File: src/rtl/top_core.sv
// top_core: registered multi-function datapath.
// One flat operand/control bus in, one flat registered result bus out.
// Each cycle: 32x32 multiply, 16-op ALU, accumulator, CRC-16/CCITT byte
// update, free-running cycle counter and a flag vector.
// Optional build macro TOP_CORE_ACC_SAT_EN: when defined, accumulate mode
// saturates at 32'hFFFFFFFF instead of wrapping.
module top_core (
    input  logic         clk,
    input  logic         rst_n,
    input  logic [137:0] in_flat,
    output logic [158:0] out_flat
);

    localparam logic [15:0] CRC_POLY = 16'h1021;
    localparam logic [15:0] CRC_INIT = 16'hFFFF;

    // ------------------------------------------------------------------
    // Operand unpacking
    // ------------------------------------------------------------------
    logic [31:0] a;
    logic [31:0] b;
    logic [31:0] c;
    logic [31:0] d;
    logic [3:0]  op;
    logic [1:0]  mode;
    logic [4:0]  sh;

    assign a    = in_flat[31:0];
    assign b    = in_flat[63:32];
    assign c    = in_flat[95:64];
    assign d    = in_flat[127:96];
    assign op   = in_flat[131:128];
    assign mode = in_flat[137:136];
    assign sh   = c[4:0];

    // Reserved control bits carry no meaning; fold them so they are visibly consumed.
    logic unused_reserved;
    assign unused_reserved = ^in_flat[135:132];

    // ------------------------------------------------------------------
    // State registers
    // ------------------------------------------------------------------
    logic [63:0] mul_reg,   mul_next;
    logic [31:0] alu_reg,   alu_next;
    logic [31:0] acc_reg,   acc_next;
    logic [15:0] crc_reg,   crc_next;
    logic [7:0]  cnt_reg,   cnt_next;
    logic [6:0]  flags_reg, flags_next;

    // ------------------------------------------------------------------
    // Multiplier
    // ------------------------------------------------------------------
    assign mul_next = {32'b0, a} * {32'b0, b};

    // ------------------------------------------------------------------
    // ALU helper terms
    // ------------------------------------------------------------------
    logic [32:0] add_wide;
    logic [32:0] sub_wide;
    logic [63:0] rot_wide;
    logic [31:0] sra_val;
    logic [31:0] c_byterev;
    logic [5:0]  pop_count;
    logic [5:0]  lead_zeros;

    assign add_wide = {1'b0, c} + {1'b0, d};
    // Bit 32 of the 33-bit difference is the unsigned borrow (C < D).
    assign sub_wide = {1'b0, c} - {1'b0, d};
    // Rotating by shifting a doubled copy keeps sh=0 free of a 32-bit shift.
    assign rot_wide = {d, d} << sh;
    assign sra_val  = $signed(d) >>> sh;

    // Byte reversal wired as four independent byte lanes.
    generate
        for (genvar gi = 0; gi < 4; gi++) begin : g_byterev
            assign c_byterev[gi*8 +: 8] = c[(3-gi)*8 +: 8];
        end
    endgenerate

    // Population count of C.
    always_comb begin
        pop_count = 6'd0;
        for (int i = 0; i < 32; i++) begin
            pop_count = pop_count + {5'b0, c[i]};
        end
    end

    // Leading-zero count of C; the highest set bit wins, 32 when C is zero.
    always_comb begin
        lead_zeros = 6'd32;
        for (int i = 0; i < 32; i++) begin
            if (c[i]) begin
                lead_zeros = 6'(31 - i);
            end
        end
    end

    // ------------------------------------------------------------------
    // ALU result, carry and overflow
    // ------------------------------------------------------------------
    logic carry_next;
    logic ovf_next;

    // Operation select plus the arithmetic status bits for add/sub.
    always_comb begin
        alu_next   = d;
        carry_next = 1'b0;
        ovf_next   = 1'b0;
        case (op)
            4'd0: begin
                alu_next   = add_wide[31:0];
                carry_next = add_wide[32];
                ovf_next   = (c[31] == d[31]) && (add_wide[31] != c[31]);
            end
            4'd1: begin
                alu_next   = sub_wide[31:0];
                carry_next = sub_wide[32];
                ovf_next   = (c[31] != d[31]) && (sub_wide[31] != c[31]);
            end
            4'd2:    alu_next = c & d;
            4'd3:    alu_next = c | d;
            4'd4:    alu_next = c ^ d;
            4'd5:    alu_next = d << sh;
            4'd6:    alu_next = d >> sh;
            4'd7:    alu_next = sra_val;
            4'd8:    alu_next = rot_wide[63:32];
            4'd9:    alu_next = (c < d) ? c : d;
            4'd10:   alu_next = (c < d) ? d : c;
            4'd11:   alu_next = {31'b0, ($signed(c) < $signed(d))};
            4'd12:   alu_next = {26'b0, pop_count};
            4'd13:   alu_next = {26'b0, lead_zeros};
            4'd14:   alu_next = c_byterev;
            default: alu_next = d;
        endcase
    end

    // ------------------------------------------------------------------
    // Accumulator and sticky wrap/saturate flag
    // ------------------------------------------------------------------
    logic [32:0] acc_sum;
    logic        sticky_next;

    assign acc_sum = {1'b0, acc_reg} + {1'b0, alu_next};

    // Mode-driven accumulator update; the sticky bit only ever sets here.
    always_comb begin
        acc_next    = acc_reg;
        sticky_next = flags_reg[3];
        case (mode)
            2'd1: begin
                if (acc_sum[32]) begin
                    sticky_next = 1'b1;
                end
`ifdef TOP_CORE_ACC_SAT_EN
                acc_next = acc_sum[32] ? 32'hFFFF_FFFF : acc_sum[31:0];
`else
                acc_next = acc_sum[31:0];
`endif
            end
            2'd2:    acc_next = acc_reg ^ a;
            2'd3:    acc_next = 32'd0;
            default: acc_next = acc_reg;
        endcase
    end

    // ------------------------------------------------------------------
    // CRC-16/CCITT over C[7:0], MSB first, one bit per chain stage
    // ------------------------------------------------------------------
    logic [15:0] crc_chain [0:8];

    assign crc_chain[0] = crc_reg;

    generate
        for (genvar gi = 0; gi < 8; gi++) begin : g_crc
            assign crc_chain[gi+1] = {crc_chain[gi][14:0], 1'b0}
                                   ^ ((crc_chain[gi][15] ^ c[7-gi]) ? CRC_POLY : 16'h0000);
        end
    endgenerate

    assign crc_next = crc_chain[8];

    // ------------------------------------------------------------------
    // Counter and flags
    // ------------------------------------------------------------------
    assign cnt_next = cnt_reg + 8'd1;

    assign flags_next = {1'b1,
                         ^alu_next,
                         |mul_next[63:32],
                         sticky_next,
                         ovf_next,
                         carry_next,
                         (alu_next == 32'd0)};

    // All result fields register together; reset overrides every input.
    always_ff @(posedge clk) begin
        if (!rst_n) begin
            mul_reg   <= 64'd0;
            alu_reg   <= 32'd0;
            acc_reg   <= 32'd0;
            crc_reg   <= CRC_INIT;
            cnt_reg   <= 8'd0;
            flags_reg <= 7'd0;
        end else begin
            mul_reg   <= mul_next;
            alu_reg   <= alu_next;
            acc_reg   <= acc_next;
            crc_reg   <= crc_next;
            cnt_reg   <= cnt_next;
            flags_reg <= flags_next;
        end
    end

    assign out_flat = {flags_reg, cnt_reg, crc_reg, acc_reg, alu_reg, mul_reg};

endmodule

File: config.mk
export PLATFORM = sky130hd
export DESIGN_NAME = top_core
export DESIGN_NICKNAME = d
export VERILOG_FILES = /design/src/rtl/top_core.sv
export SDC_FILE = /design/constraint.sdc
export NUM_CORES = 2
export LEC_CHECK = 0
export BUFFER_PORTS_ARGS = -buffer_cell sky130_fd_sc_hd__clkbuf_2
export CORE_ASPECT_RATIO = 1.25
export CORE_UTILIZATION = 35
export CTS_BUF_LIST = sky130_fd_sc_hd__clkbuf_4 sky130_fd_sc_hd__clkbuf_8 sky130_fd_sc_hd__clkbuf_16
export DETAILED_ROUTE_END_ITERATION = 16
export GPL_TIMING_DRIVEN = 0
export PLACE_DENSITY = 0.59
export REMOVE_ABC_BUFFERS = 1
export SYNTH_ARGS = -nofsm -noshare
export SYNTH_HDL_FRONTEND = slang
export SYNTH_SLANG_ARGS = --single-unit
File: constraint.sdc
create_clock -name clk -period 23.6 [get_ports clk]
set_input_delay 2.36 -clock clk [delete_from_list [all_inputs] [get_ports clk]]
set_output_delay 2.36 -clock clk [all_outputs]
set_load 0.1 [all_outputs]
# Yosys cells after proc, flatten, opt, wreduce, memory -nomap -nowiden
# Index checks and enable logic that the tools add are counted.
# word_totals
word_cells,148
input_bits,140
regBits,159
# op_classes
n_mux,49
shifts,4
n_reduce_logical,8
n_mul,1
bitwise_logic,20
order_cmp,2
addsub,35
eq_ne,21
# ops
op,count
32-bit one-hot mux with 15 select lines,1
6-bit two-way mux,32
6-bit by 1-bit adder with 6-bit output,26
16-bit by 13-bit XOR with 16-bit output,8
13-bit two-way mux,8
32-bit one-hot mux with 3 select lines,1
32-bit by 32-bit adder with 33-bit output,2
32-bit < comparator,2
32-bit by 32-bit multiplier with 64-bit output,1
32-bit two-way mux,2
64-bit by 5-bit << shifter with 64-bit output,1
32-bit XOR,2
32-bit by 32-bit subtractor with 33-bit output,1
32-bit bitwise AND,1
32-bit logical NOT,1
32-bit OR,1
32-bit OR reduction,1
32-bit XOR reduction,1
32-bit by 5-bit << shifter with 32-bit output,1
32-bit by 5-bit right shift with 32-bit output,1
32-bit by 5-bit >>> shifter with 32-bit output,1
"4-bit == test, second input constant",7
"4-bit by 3-bit == test with 1-bit output, second input constant",4
"8-bit by 1-bit adder with 8-bit output, second input constant",1
other kinds (19),33

# Logic depth before layout (Yosys ltp)
# logic_depth
word_depth,37
depth_mapped,35

# Worst setup path before layout
# No wires, ideal clock.
# synth_path
path_type,input -> register
startpoint,input port in_flat[69]
endpoint,register acc_reg[29]
cell_stages,31
t_arrival_ps,10027
setup_slack_ps,13450
setup_ps,123
path_cell_list,clkbuf_1 > inv_1 > fa_1 > fa_1 > fa_1 > fa_1 > fa_1 > fa_1 > inv_1 > ha_1 > fa_1 > xor2_1 > a22oi_1 > o2111ai_1 > a31oi_1 > nand3_1 > or4_1 > a221oi_1 > a21oi_1 > ha_1 > a21oi_1 > o21ai_0 > a31oi_1 > o21a_1 > o21ai_0 > a41oi_1 > o22ai_1 > a221o_1 > a21oi_1 > xor2_1 > o22ai_1
# synth_via
elab_chain_len,30
# synth_rtl
element,line_no,text
from (decl),10,"input logic [137:0] in_flat,"
5-bit by 1-bit adder with 6-bit output or 6-bit two-way mux (tied branches),"84, 92",
6-bit by 1-bit adder with 6-bit output or 6-bit two-way mux (tied branches) (26 in series),"84, 92",
32-bit one-hot mux with 15 select lines *,109,case (op)
named net alu_next[2],44,"logic [31:0] alu_reg, alu_next;"
32-bit by 32-bit adder with 33-bit output *,143,"assign acc_sum = {1'b0, acc_reg} + {1'b0, alu_next};"
32-bit one-hot mux with 3 select lines *,149,case (mode)
to (signal assigned),207,acc_reg <= acc_next;
to (decl),45,"logic [31:0] acc_reg, acc_next;"
# Mark *: on every way through the listed nets, which the timed path passes. The rest lies on a longest branch.
# A chain may end at the register's enable or synchronous reset.

# Worst setup path after layout
# layout_path
startpoint,input port in_flat[67]
endpoint,register acc_reg[29]
# layout_via
elab_chain_len,32
# layout_rtl
element,line_no
3-bit by 1-bit adder with 4-bit output or 6-bit two-way mux (tied branches),"84, 92"
4-bit by 1-bit adder with 5-bit output or 6-bit two-way mux (tied branches),"84, 92"
5-bit by 1-bit adder with 6-bit output or 6-bit two-way mux (tied branches),"84, 92"
6-bit by 1-bit adder with 6-bit output or 6-bit two-way mux (tied branches) (26 in series),"84, 92"
32-bit one-hot mux with 15 select lines *,109
named net alu_next[1],44
32-bit by 32-bit adder with 33-bit output *,143
32-bit one-hot mux with 3 select lines *,149
# Marked as above.

==> load_flow_metrics.sql <==
INSERT INTO impl_metrics (metric_group, metric, value, unit) VALUES
('status', 'status', 'finished with violations', ''),
('status', 'violations', 'max-capacitance violations, max-slew violations', ''),
('placed_design', 'place.gp.congestion', '0.9927', ''),
('detailed_routing', 'postRouteAntennaNets', '0', ''),
('timing', 'grt_setup_unrepaired', 'false', ''),
('yosys', 'number_of_synthesized_flops_with_an_enable_pin', '0', ''),
('floorplanning', 'floorplan.die_area', '0.1483', 'mm2'),
('yosys', 'synth.ff_latch_count', '159', ''),
('detailed_routing', 'drc', '0', ''),
('floorplanning', 'floorplan.initialDensity', '0.3541', ''),
('clock_network', 'clock_tree.buffer_depth', '2', ''),
('yosys', 'yosys.area.top_type', 'fa_1', ''),
('timing', 'final_hold_viol_count', '0', ''),
('timing', 'timing.slew.headroom', '-0.03208', ''),
('setup_path', 'timing.critical_path.to_type', 'register', ''),
('global_routing', 'antenna_found_initial', '10', ''),
('yosys', 'synth_top_cell_area_share', '0.3598', ''),
('timing', 'setup-violations-final', '0', ''),
('finish', 'layout.cells.most_common', 'inv_1', ''),
('detailed_routing', 'drt-wirelength-per-cell', '23.64', 'um'),
('timing', 'tightestPinTransition', '1.509', 'ns'),
('floorplanning', 'rows', '156', ''),
('setup_path', 'worst_path_max_delay_cell', 'a21oi_1', ''),
('yosys', 'post_synthesis_cell_type_count', '87', ''),
('finish', 'fill_cells', '15051', ''),
('hold_path', 'critical_hold_path_startpoint', 'cnt_reg[0]$_SDFF_PN0_', ''),
('global_routing', 'grt_start_max_net_pins', '67', ''),
('placed_design', 'buffer_ports.inserted', '294', ''),
('finish', 'nNetsFinal', '7690', ''),
('yosys', 'yosys_warnings', '0', ''),
('yosys', 'async_reset_ff_frac', '0', ''),
('setup_path', 'worstPathArrival', '12.51', 'ns'),
('setup_path', 'critical-path-max-stage-delay', '0.86', 'ns'),
('yosys', 'synth_sequential_area_ratio', '0.06198', ''),
('timing', 'achievable-frequency', '82.64', 'MHz'),
('clock_network', 'tritoncts', 'built', ''),
('clock_network', 'tritoncts_num_sinks', '159', ''),
('detailed_routing', 'dr_total_vias', '45219', ''),
('setup_path', 'critical-path-top-cell-by-count', 'a21oi_1', ''),
('clock_network', 'cts_inserted_buffers', '17', ''),
('clock_network', 'clkSlewWorstSetupHoldPaths', '0.08', 'ns'),
('setup_path', 'crit_path_max_fanout', '66', ''),
('detailed_routing', 'vias_per_cell', '5.569', ''),
('global_routing', 'grt_first_pass_wirelength', '291300', 'um'),
('clock_network', 'cts-htree-levels', '4', ''),
('timing', 'final_period_utilization', '0.5128', ''),
('clock_network', 'cts_post_setup_buffers_inserted', '0', ''),
('finish', 'largest_reg_flops', '64', ''),
('detailed_routing', 'drt-pass1-iter-count', '6', ''),
('clock_network', 'cts.hold.buffers_added', '0', ''),
('global_routing', 'vias_in_the_first_global_route', '47200', ''),
('setup_path', 'critPathLaunch', 'in_flat[67]', ''),
('timing', 'final_period_minus_worst_setup_slack', '12.10', 'ns'),
('finish', 'final_layout_size_suffix_gt1_frac', '0.07424', ''),
('job', 'cap_violations', '1', ''),
('global_routing', 'grt_use_total', '0.2623', ''),
('yosys', 'syn_area', '0.05136', 'mm2'),
('timing', 'worst_clock_skew_on_the_final_layout', '0.01664', 'ns'),
('yosys', 'syn_area_per_cell', '8.201', 'um2'),
('setup_path', 'cp.buffers_inverters', '4', ''),
('detailed_routing', 'dr.first_iter.drc_count', '3355', ''),
('clock_network', 'clkLatencyLatePin', '0.53', 'ns'),
('floorplanning', 'top_level_ports', '299', ''),
('finish', 'seq_area', '0.003183', 'mm2'),
('setup_path', 'crit_required', '24.01', 'ns'),
('timing', 'drv_slew', '2', ''),
('timing', 'fin_tns_setup', '0', 'ns'),
('finish', 'most-common-layout-cells', 'inv_1 (1135), nand2_1 (1002), fa_1 (923), ha_1 (417), nor2_1 (372)', ''),
('floorplanning', 'core_region_area', '0.1450', 'mm2'),
('setup_path', 'critical-path-top-delay-family', 'compound AO/OA/AOI/OAI gates', ''),
('clock_network', 'ctsResizeCount', '0', '');
==> worst paths after layout <==
kind	to	slack, ns	depth (start not counted)
worst max register to register	acc_reg[29]$_SDFFE_PN0P_	19.81	13
worst max-delay path	acc_reg[29]$_SDFFE_PN0P_	11.50	27
worst min-delay path	cnt_reg[0]$_SDFF_PN0_	0.47	1
worst min register to register	cnt_reg[0]$_SDFF_PN0_	0.47	1
==> cell type report <==
type                    count  share of cell area
inverters                1138             0.07815
clock inverters            15            0.003109
well taps                1896             0.04335
clock buffers              17            0.007774
multi-input cells        4576              0.7748
repair buffers            318             0.03464
diodes                      1          0.00004573
flip-flops and latches    159             0.05817
==> logic make-up after synthesis <==
logic type,synth area share
compound gates,0.1259
xor+xnor,0.03002
fa+ha+maj,0.4614
buf+inv,0.1136
flops,0.06198
mux,0.03589
simple gates,0.1712
==> through the flow <==
step	instances	instance area [um2]	worst slack, ns	util	hold WS (ns)
6_report	8120	54720	11.50	0.3773	0.4653
5_1_grt	8119	54720	11.07	0.3773	0.5056
3_5_place_dp	8087	54130	11.26	0.3732	0.4554
3_3_place_gp	8063	53640	8.513	0.3699	0.4506
2_1_floorplan	5873	49790	13.51	-	0.8746
4_1_cts	8119	54720	11.82	0.3773	0.4746
==> routing by layer <==
metal | routed length [um] | share of wire | GRT usage | vias up
met1 | 72650 | 0.38 | 0.3154 | 23025
met4 | 11610 | 0.060 | 0.1411 | 12
met2 | 90520 | 0.47 | 0.4311 | 1977
li1 | - | - | - | 19675
met3 | 17140 | 0.089 | 0.06160 | 530
met5 | 78 | 0.00041 | 0 | -
==> synthesized netlist by cell type (18+ instances only) <==
library cell	count
inv_1	1136
nand3_1	69
ha_1	417
buf_2	21
or3_1	21
nand2_1	1003
and2_1	288
mux4_2	50
o21ai_0	159
o22ai_1	28
buf_4	18
a211oi_1	34
a31oi_1	36
o21a_1	22
mux2i_1	57
nor3_1	62
xnor2_1	107
a21o_1	70
a21oi_1	271
a22oi_1	22
dfxtp_1	159
o211ai_1	35
xor2_1	69
clkbuf_1	333
and3_1	26
nor2_1	375
a221oi_1	50
nor2b_1	20
o21bai_1	35
nand4_1	30
nand2b_1	26
fa_1	923
nor4_1	22
Power is left out: the tool's default activity adds up to more than one toggle a clock period on the data nets, which glitch-free logic cannot reach.
